## config.mk

```make
export PLATFORM = sky130hd
export DESIGN_NAME = alu_wide_sequencer
export DESIGN_NICKNAME = d
export VERILOG_FILES = /design/src/rtl/alu_pkg.sv /design/src/rtl/alu_slice_mux.sv /design/src/rtl/alu_wide_sequencer.sv
export SDC_FILE = /design/constraint.sdc
export NUM_CORES = 1
export LEC_CHECK = 0
export ABC_AREA = 0
export CAP_MARGIN = 10
export CORE_AREA = 2 2 70 86
export DETAILED_ROUTE_END_ITERATION = 8
export DIE_AREA = 0 0 72 88
export PLACE_DENSITY = 0.82
export SLEW_MARGIN = 40
export SYNTH_ARGS = -nofsm -noshare
export SYNTH_HDL_FRONTEND = slang
export SYNTH_SLANG_ARGS = --single-unit
export TNS_END_PERCENT = 5
```

## constraint.sdc

```tcl
create_clock -name Clk -period 3.95 [get_ports Clk]
set_input_delay 0.5925 -clock Clk [delete_from_list [all_inputs] [get_ports Clk]]
set_output_delay 0.5925 -clock Clk [all_outputs]
set_load 0.03 [all_outputs]
```

## src/rtl/alu_pkg.sv

```systemverilog
// rtl/alu_pkg.sv - shared ALU operation codes and sequencer state encoding
package alu_pkg;

    localparam logic [1:0] OP_TRANSFER = 2'b00;
    localparam logic [1:0] OP_ADD      = 2'b01;
    localparam logic [1:0] OP_SUB_AB   = 2'b10;
    localparam logic [1:0] OP_SUB_BA   = 2'b11;

    localparam logic MODE_ARITH = 1'b1;
    localparam logic MODE_LOGIC = 1'b0;

    typedef enum logic [1:0] {
        IDLE = 2'b00,
        RUN  = 2'b01,
        DONE = 2'b10
    } state_t;

endpackage

```

## src/rtl/alu_slice_mux.sv

```systemverilog
// rtl/alu_slice_mux.sv - maps the registered wide command and slice index onto the N-bit ALU ports
module alu_slice_mux
    import alu_pkg::*;
#(
    parameter int W  = 16,
    parameter int N  = 4,
    parameter int IW = $clog2(W / N + 1)
) (
    input  logic          i_active,
    input  logic [IW-1:0] i_idx,
    input  logic [W-1:0]  i_a,
    input  logic [W-1:0]  i_b,
    input  logic          i_cin,
    input  logic [1:0]    i_oper,
    input  logic          i_mode,
    input  logic          i_alu_cout,
    output logic [N-1:0]  o_alu_a,
    output logic [N-1:0]  o_alu_b,
    output logic          o_alu_cin,
    output logic [1:0]    o_alu_oper,
    output logic          o_alu_mode
);

    localparam int S = W / N;

    logic [N-1:0] w_ai;
    logic [N-1:0] w_bi;
    logic         w_first;

    assign w_first = (i_idx == '0);

    always_comb begin
        w_ai = '0;
        w_bi = '0;
        for (int i = 0; i < S; i++) begin
            if (i_idx == IW'(i)) begin
                w_ai = i_a[i*N +: N];
                w_bi = i_b[i*N +: N];
            end
        end
    end

    // Subtractions start with the ALU's native subtract on slice 0 and
    // continue as ADD with the subtrahend inverted and the carry chained.
    always_comb begin
        o_alu_a    = '0;
        o_alu_b    = '0;
        o_alu_cin  = 1'b0;
        o_alu_oper = OP_TRANSFER;
        o_alu_mode = MODE_LOGIC;
        if (i_active) begin
            o_alu_a    = w_ai;
            o_alu_b    = w_bi;
            o_alu_oper = i_oper;
            o_alu_mode = i_mode;
            if (i_mode == MODE_ARITH) begin
                case (i_oper)
                    OP_ADD: begin
                        o_alu_cin = w_first ? i_cin : i_alu_cout;
                    end
                    OP_SUB_AB: begin
                        if (!w_first) begin
                            o_alu_oper = OP_ADD;
                            o_alu_b    = ~w_bi;
                            o_alu_cin  = i_alu_cout;
                        end
                    end
                    OP_SUB_BA: begin
                        if (!w_first) begin
                            o_alu_oper = OP_ADD;
                            o_alu_a    = ~w_ai;
                            o_alu_cin  = i_alu_cout;
                        end
                    end
                    default: o_alu_cin = 1'b0;
                endcase
            end
        end
    end

endmodule

```

## src/rtl/alu_wide_sequencer.sv

```systemverilog
// rtl/alu_wide_sequencer.sv - splits a W-bit command into LSB-first N-bit ALU slices and reassembles the result
module alu_wide_sequencer
    import alu_pkg::*;
#(
    parameter int W = 16,
    parameter int N = 4
) (
    input  logic         Clk,
    input  logic         rst_n,
    input  logic         i_cmd_valid,
    output logic         o_cmd_ready,
    input  logic [W-1:0] i_cmd_a,
    input  logic [W-1:0] i_cmd_b,
    input  logic         i_cmd_cin,
    input  logic [1:0]   i_cmd_oper,
    input  logic         i_cmd_mode,
    output logic         o_rsp_valid,
    input  logic         i_rsp_ready,
    output logic [W-1:0] o_rsp_sum,
    output logic         o_rsp_cout,
    output logic [N-1:0] o_alu_a,
    output logic [N-1:0] o_alu_b,
    output logic         o_alu_cin,
    output logic [1:0]   o_alu_oper,
    output logic         o_alu_mode,
    input  logic [N-1:0] i_alu_sum,
    input  logic         i_alu_cout
);

    localparam int S  = W / N;
    localparam int IW = $clog2(S + 1);

    state_t        r_state;
    logic [IW-1:0] r_idx;
    logic [W-1:0]  r_a;
    logic [W-1:0]  r_b;
    logic          r_cin;
    logic [1:0]    r_oper;
    logic          r_mode;
    logic [W-1:0]  r_rsp_sum;
    logic          r_rsp_cout;

    logic          w_last;
    logic          w_active;
    logic          w_keep_cout;

    assign w_last      = (r_idx == IW'(S));
    assign w_active    = (r_state == RUN) && !w_last;
    assign w_keep_cout = (r_mode == MODE_ARITH) && (r_oper != OP_TRANSFER);

    // Gated by rst_n so the initiator sees no readiness while held in reset.
    assign o_cmd_ready = (r_state == IDLE) && rst_n;
    assign o_rsp_valid = (r_state == DONE);
    assign o_rsp_sum   = r_rsp_sum;
    assign o_rsp_cout  = r_rsp_cout;

    always_ff @(posedge Clk or negedge rst_n) begin
        if (!rst_n) begin
            r_state    <= IDLE;
            r_idx      <= '0;
            r_a        <= '0;
            r_b        <= '0;
            r_cin      <= 1'b0;
            r_oper     <= OP_TRANSFER;
            r_mode     <= MODE_LOGIC;
            r_rsp_sum  <= '0;
            r_rsp_cout <= 1'b0;
        end else begin
            case (r_state)
                IDLE: begin
                    if (i_cmd_valid) begin
                        r_a     <= i_cmd_a;
                        r_b     <= i_cmd_b;
                        r_cin   <= i_cmd_cin;
                        r_oper  <= i_cmd_oper;
                        r_mode  <= i_cmd_mode;
                        r_idx   <= '0;
                        r_state <= RUN;
                    end
                end
                RUN: begin
                    // The ALU result of slice k-1 is visible during cycle k.
                    for (int i = 1; i <= S; i++) begin
                        if (r_idx == IW'(i)) begin
                            r_rsp_sum[(i-1)*N +: N] <= i_alu_sum;
                        end
                    end
                    if (w_last) begin
                        r_rsp_cout <= w_keep_cout ? i_alu_cout : 1'b0;
                        r_state    <= DONE;
                    end else begin
                        r_idx <= r_idx + 1'b1;
                    end
                end
                DONE: begin
                    if (i_rsp_ready) begin
                        r_state <= IDLE;
                    end
                end
                default: r_state <= IDLE;
            endcase
        end
    end

    alu_slice_mux #(
        .W  (W),
        .N  (N),
        .IW (IW)
    ) u_slice_mux (
        .i_active   (w_active),
        .i_idx      (r_idx),
        .i_a        (r_a),
        .i_b        (r_b),
        .i_cin      (r_cin),
        .i_oper     (r_oper),
        .i_mode     (r_mode),
        .i_alu_cout (i_alu_cout),
        .o_alu_a    (o_alu_a),
        .o_alu_b    (o_alu_b),
        .o_alu_cin  (o_alu_cin),
        .o_alu_oper (o_alu_oper),
        .o_alu_mode (o_alu_mode)
    );

endmodule

```

==> impl_metrics.env <==
export IMPL_share_of_synthesized_area_occupied_by_flip_flops_and_latches_pct=52.99
export IMPL_min_path_type="in2async"
export IMPL_r2r_setup_slack_ns=1.99
export IMPL_floorplan_die_height_um=88
export IMPL_setup_tns_final_ns=0
export IMPL_report_final_slew_viol_count=0
export IMPL_yosysTopAreaCellShare_pct=52.99
export IMPL_tritoncts="built"
export IMPL_first_pass_grt_wire_length_mm=10.12
export IMPL_die_width_um=72
export IMPL_mappedNetlistNets=262
export IMPL_final_core_occ_pct=67.87
export IMPL_vias=2022
export IMPL_synth_largest_area_cell="sky130_fd_sc_hd__dfrtp_1"
export IMPL_yosys_warnings=0
export IMPL_pwr_density_cell_nw_per_um2=921.2
export IMPL_grt_usage_pct=21.48
export IMPL_syn_instance_count=212
export IMPL_clock_latency_ns=0.33
export IMPL_critPathArrivalTime_ns=3.00
export IMPL_route_final_wire_length_mm=6.381
export IMPL_power_report_internal_total_w=0.002110
export IMPL_max_cap_violations=0
export IMPL_via_count_of_the_first_global_routing_pass=2138
export IMPL_post_synth_cell_area_avg_um2=12.92
export IMPL_number_of_distinct_library_cells_after_synthesis=36
export IMPL_yosys_most_used_dff="sky130_fd_sc_hd__dfrtp_1"
export IMPL_die_area_um2=6336
export IMPL_syn_cell_area_um2=2739
export IMPL_timing_clock_skew_ns=0.008221
export IMPL_power_leakage_nw=1.573
export IMPL_timing_final_setup_violations=0
export IMPL_final_nets=342
export IMPL_n_fill_cell=403
export IMPL_stdcell_area_um2=3745
export IMPL_cts_hold_repair_buffers=0
export IMPL_fmax_ghz=0.2780
export IMPL_start_util_pct=49.64
export IMPL_whs_ns=0.4393
export IMPL_tritoncts_num_buffers=9
export IMPL_pin_count=76
export IMPL_swShare_pct=38.85
export IMPL_timing_final_crit_share_pct=91.06
export IMPL_clock_share_of_power_pct=16.9
export IMPL_row_count=30
export IMPL_worstPathRequired_ns=3.36
export IMPL_insertedDiodeCount=0
export IMPL_cts_repair_resized=0
export IMPL_synth_most_common_cell="sky130_fd_sc_hd__dfrtp_1"
export IMPL_grt_max_degree=59
export IMPL_comb_power_share_pct=51.1
export IMPL_worst_pin_slew_ns=0.7258
export IMPL_vdd_ir_drop_max_mv=0.4927
export IMPL_post_cts_buffers=0
export IMPL_number_of_antenna_violations_at_the_first_check_in_global_routing=0
export IMPL_run_status="complete, no violations"
export IMPL_crit_path_start_kind="flop"
export IMPL_gp_routability_congestion=0.8144
export IMPL_root_buffer="sky130_fd_sc_hd__clkbuf_8"
export IMPL_post_route_drc_count=0
export IMPL_antenna_left=0
export IMPL_tritoncts_num_sinks=58
export IMPL_power_switching_w=0.001340
export IMPL_worst_path_clk_slew_ns=0.07
export IMPL_setup_worst_path_end_class="primary output"
export IMPL_place_worst_setup_slack_ns=0.7910
export IMPL_drt_pass1_iterations=4
export IMPL_synth_async_reset_ratio_pct=100.0
export IMPL_floorplan_core_area_um2=5518
export IMPL_pwr_share_seq_pct=32.0
export IMPL_timing_hold_violations_final=0
export IMPL_hpwl_mm=4.460
export IMPL_post_route_cells_drive_above_1_share_pct=25.00
export IMPL_max_slew_margin_pct=51.62
export IMPL_global_route_overflow_total=0
export IMPL_vias_per_cell=5.617
export IMPL_layout_area_overhead_vs_synth_pct=36.73
export IMPL_fin_ws_ns=0.3532
export IMPL_clk_path_buf_depth=2
export IMPL_setup_repair_after_global_routing_missed_its_margin="no"
export IMPL_cts_htree_levels=3
export IMPL_finalCriticalPeriod_ns=3.597
export IMPL_synth_edff_count=0
export IMPL_synth_cells_most_frequent="58 x sky130_fd_sc_hd__dfrtp_1, 49 x sky130_fd_sc_hd__mux2_2, 12 x sky130_fd_sc_hd__nand2_1, 12 x sky130_fd_sc_hd__o21ai_0, 9 x sky130_fd_sc_hd__nand2b_1"
export IMPL_synth_top_cells_by_area="sky130_fd_sc_hd__dfrtp_1 53%, sky130_fd_sc_hd__mux2_2 20%, sky130_fd_sc_hd__mux2i_1 2.9%"
export IMPL_numPortBuffers=75
export IMPL_timing_critical_path_fanout_max=13
export IMPL_dpl_cell_area_um2=3537
export IMPL_crit_type="reg2out"
export IMPL_yosys_register_bits=58
export IMPL_post_drt_wl_per_cell_um=17.73
export IMPL_drtIter0Drc=140
## path summary, 6_finish.rpt
| path | endpoint | start | depth (start not counted) |
|---|---|---|---|
| max in group asynchronous | r_a[4] | rst_n | 2 |
| min reg2reg | r_a[4] | r_a[4] | 1 |
| min | o_rsp_sum[15] | rst_n | 2 |
| max | o_alu_a[0] | r_idx[1] | 7 |
| min in group Clk | r_a[4] | r_a[4] | 1 |
| max reg2reg | o_rsp_sum[7] | r_idx[0] | 4 |
## metrics by stage
| step | power (W) | instances |
|---|---|---|
| final | 0.003450 | 360 |
| after global routing | 0.003645 | 360 |
| after CTS | 0.003462 | 360 |
| after detailed placement | 0.002862 | 345 |
| after global placement | 0.002800 | 343 |
| after floorplan | 0.002256 | 212 |
## worst max-delay path: stages, from the launching register on
cell	delay, ns
sky130_fd_sc_hd__dfrtp_1	0.41
sky130_fd_sc_hd__inv_1	0.12
sky130_fd_sc_hd__ha_1	0.46
sky130_fd_sc_hd__nor2b_2	0.15
sky130_fd_sc_hd__a221o_1	0.33
sky130_fd_sc_hd__a32oi_1	0.26
sky130_fd_sc_hd__mux2i_1	0.24
sky130_fd_sc_hd__clkdlybuf4s50_1	0.70
## logic make-up (layout without fill, tap and decap cells)
logic type                 count (synthesis)  in the layout  synth area share [%]
muxes                                     59             59                 23.89
DFF                                       58             58                 52.99
and+or+nand+nor                           45             45                 9.776
AOI/OAI and AO/OA                         31             31                 7.995
buffers and inverters                     14             98                 3.061
adders and majority gates                  5              5                 2.284
## per-layer routing
metal	vias up	wire length (µm)	share of wire, %	track usage (%)
met5	-	0	0	0
met4	0	230	3.6	12.86
met3	20	379	5.9	5.984
met2	81	3125	49	35.61
met1	989	2645	41	24.76
li1	932	-	-	-
## flip-flops by register name, indices dropped and copies added (netlist names)
register	cells
r_state	2
r_oper	2
r_a	16
o_rsp_sum	16
r_mode	1
r_b	16
r_cin	1
r_idx	3
o_rsp_cout	1
## layout make-up
cell class	instances	area [µm²]	share of cell area, %
repair buffers	78	783.3	20.92
inverters	5	18.77	0.5012
multi-input cells	140	1204	32.14
flip-flops and latches	58	1451	38.76
clock inverters	5	80.08	2.138
clock buffers	10	127.6	3.408
well taps	64	80.08	2.138
## power by group through the flow
stage / clock network, W / logic (W) / registers (W)
after floorplan: 0 / 0.00104 / 0.00121
after global placement: 0 / 0.00170 / 0.00110
after detailed placement: 0 / 0.00175 / 0.00111
after CTS: 0.000594 / 0.00177 / 0.00110
after global routing: 0.000621 / 0.00188 / 0.00114
final: 0.000583 / 0.00176 / 0.00111
## cells in the final DEF (no fill, tap or decap), drive strengths merged
master	count
a32o	1
clkinv	1
nor2	4
clkinvlp	2
or2	1
or3	1
and2b	1
nor2b	1
dfrtp	58
nand2b	9
and2	1
clkbuf	10
nand2	13
ha	5
bufinv	2
o21ai	12
nand4	1
mux2i	8
buf	4
a21oi	4
nor3	2
a221oi	1
nand4b	1
a221o	5
inv	5
and4bb	1
nand3	2
or2b	1
a32oi	7
clkdlybuf4s50	74
a22o	1
nor3b	2
mux2	51
and3	4
(Power assumes the default switching activity.)
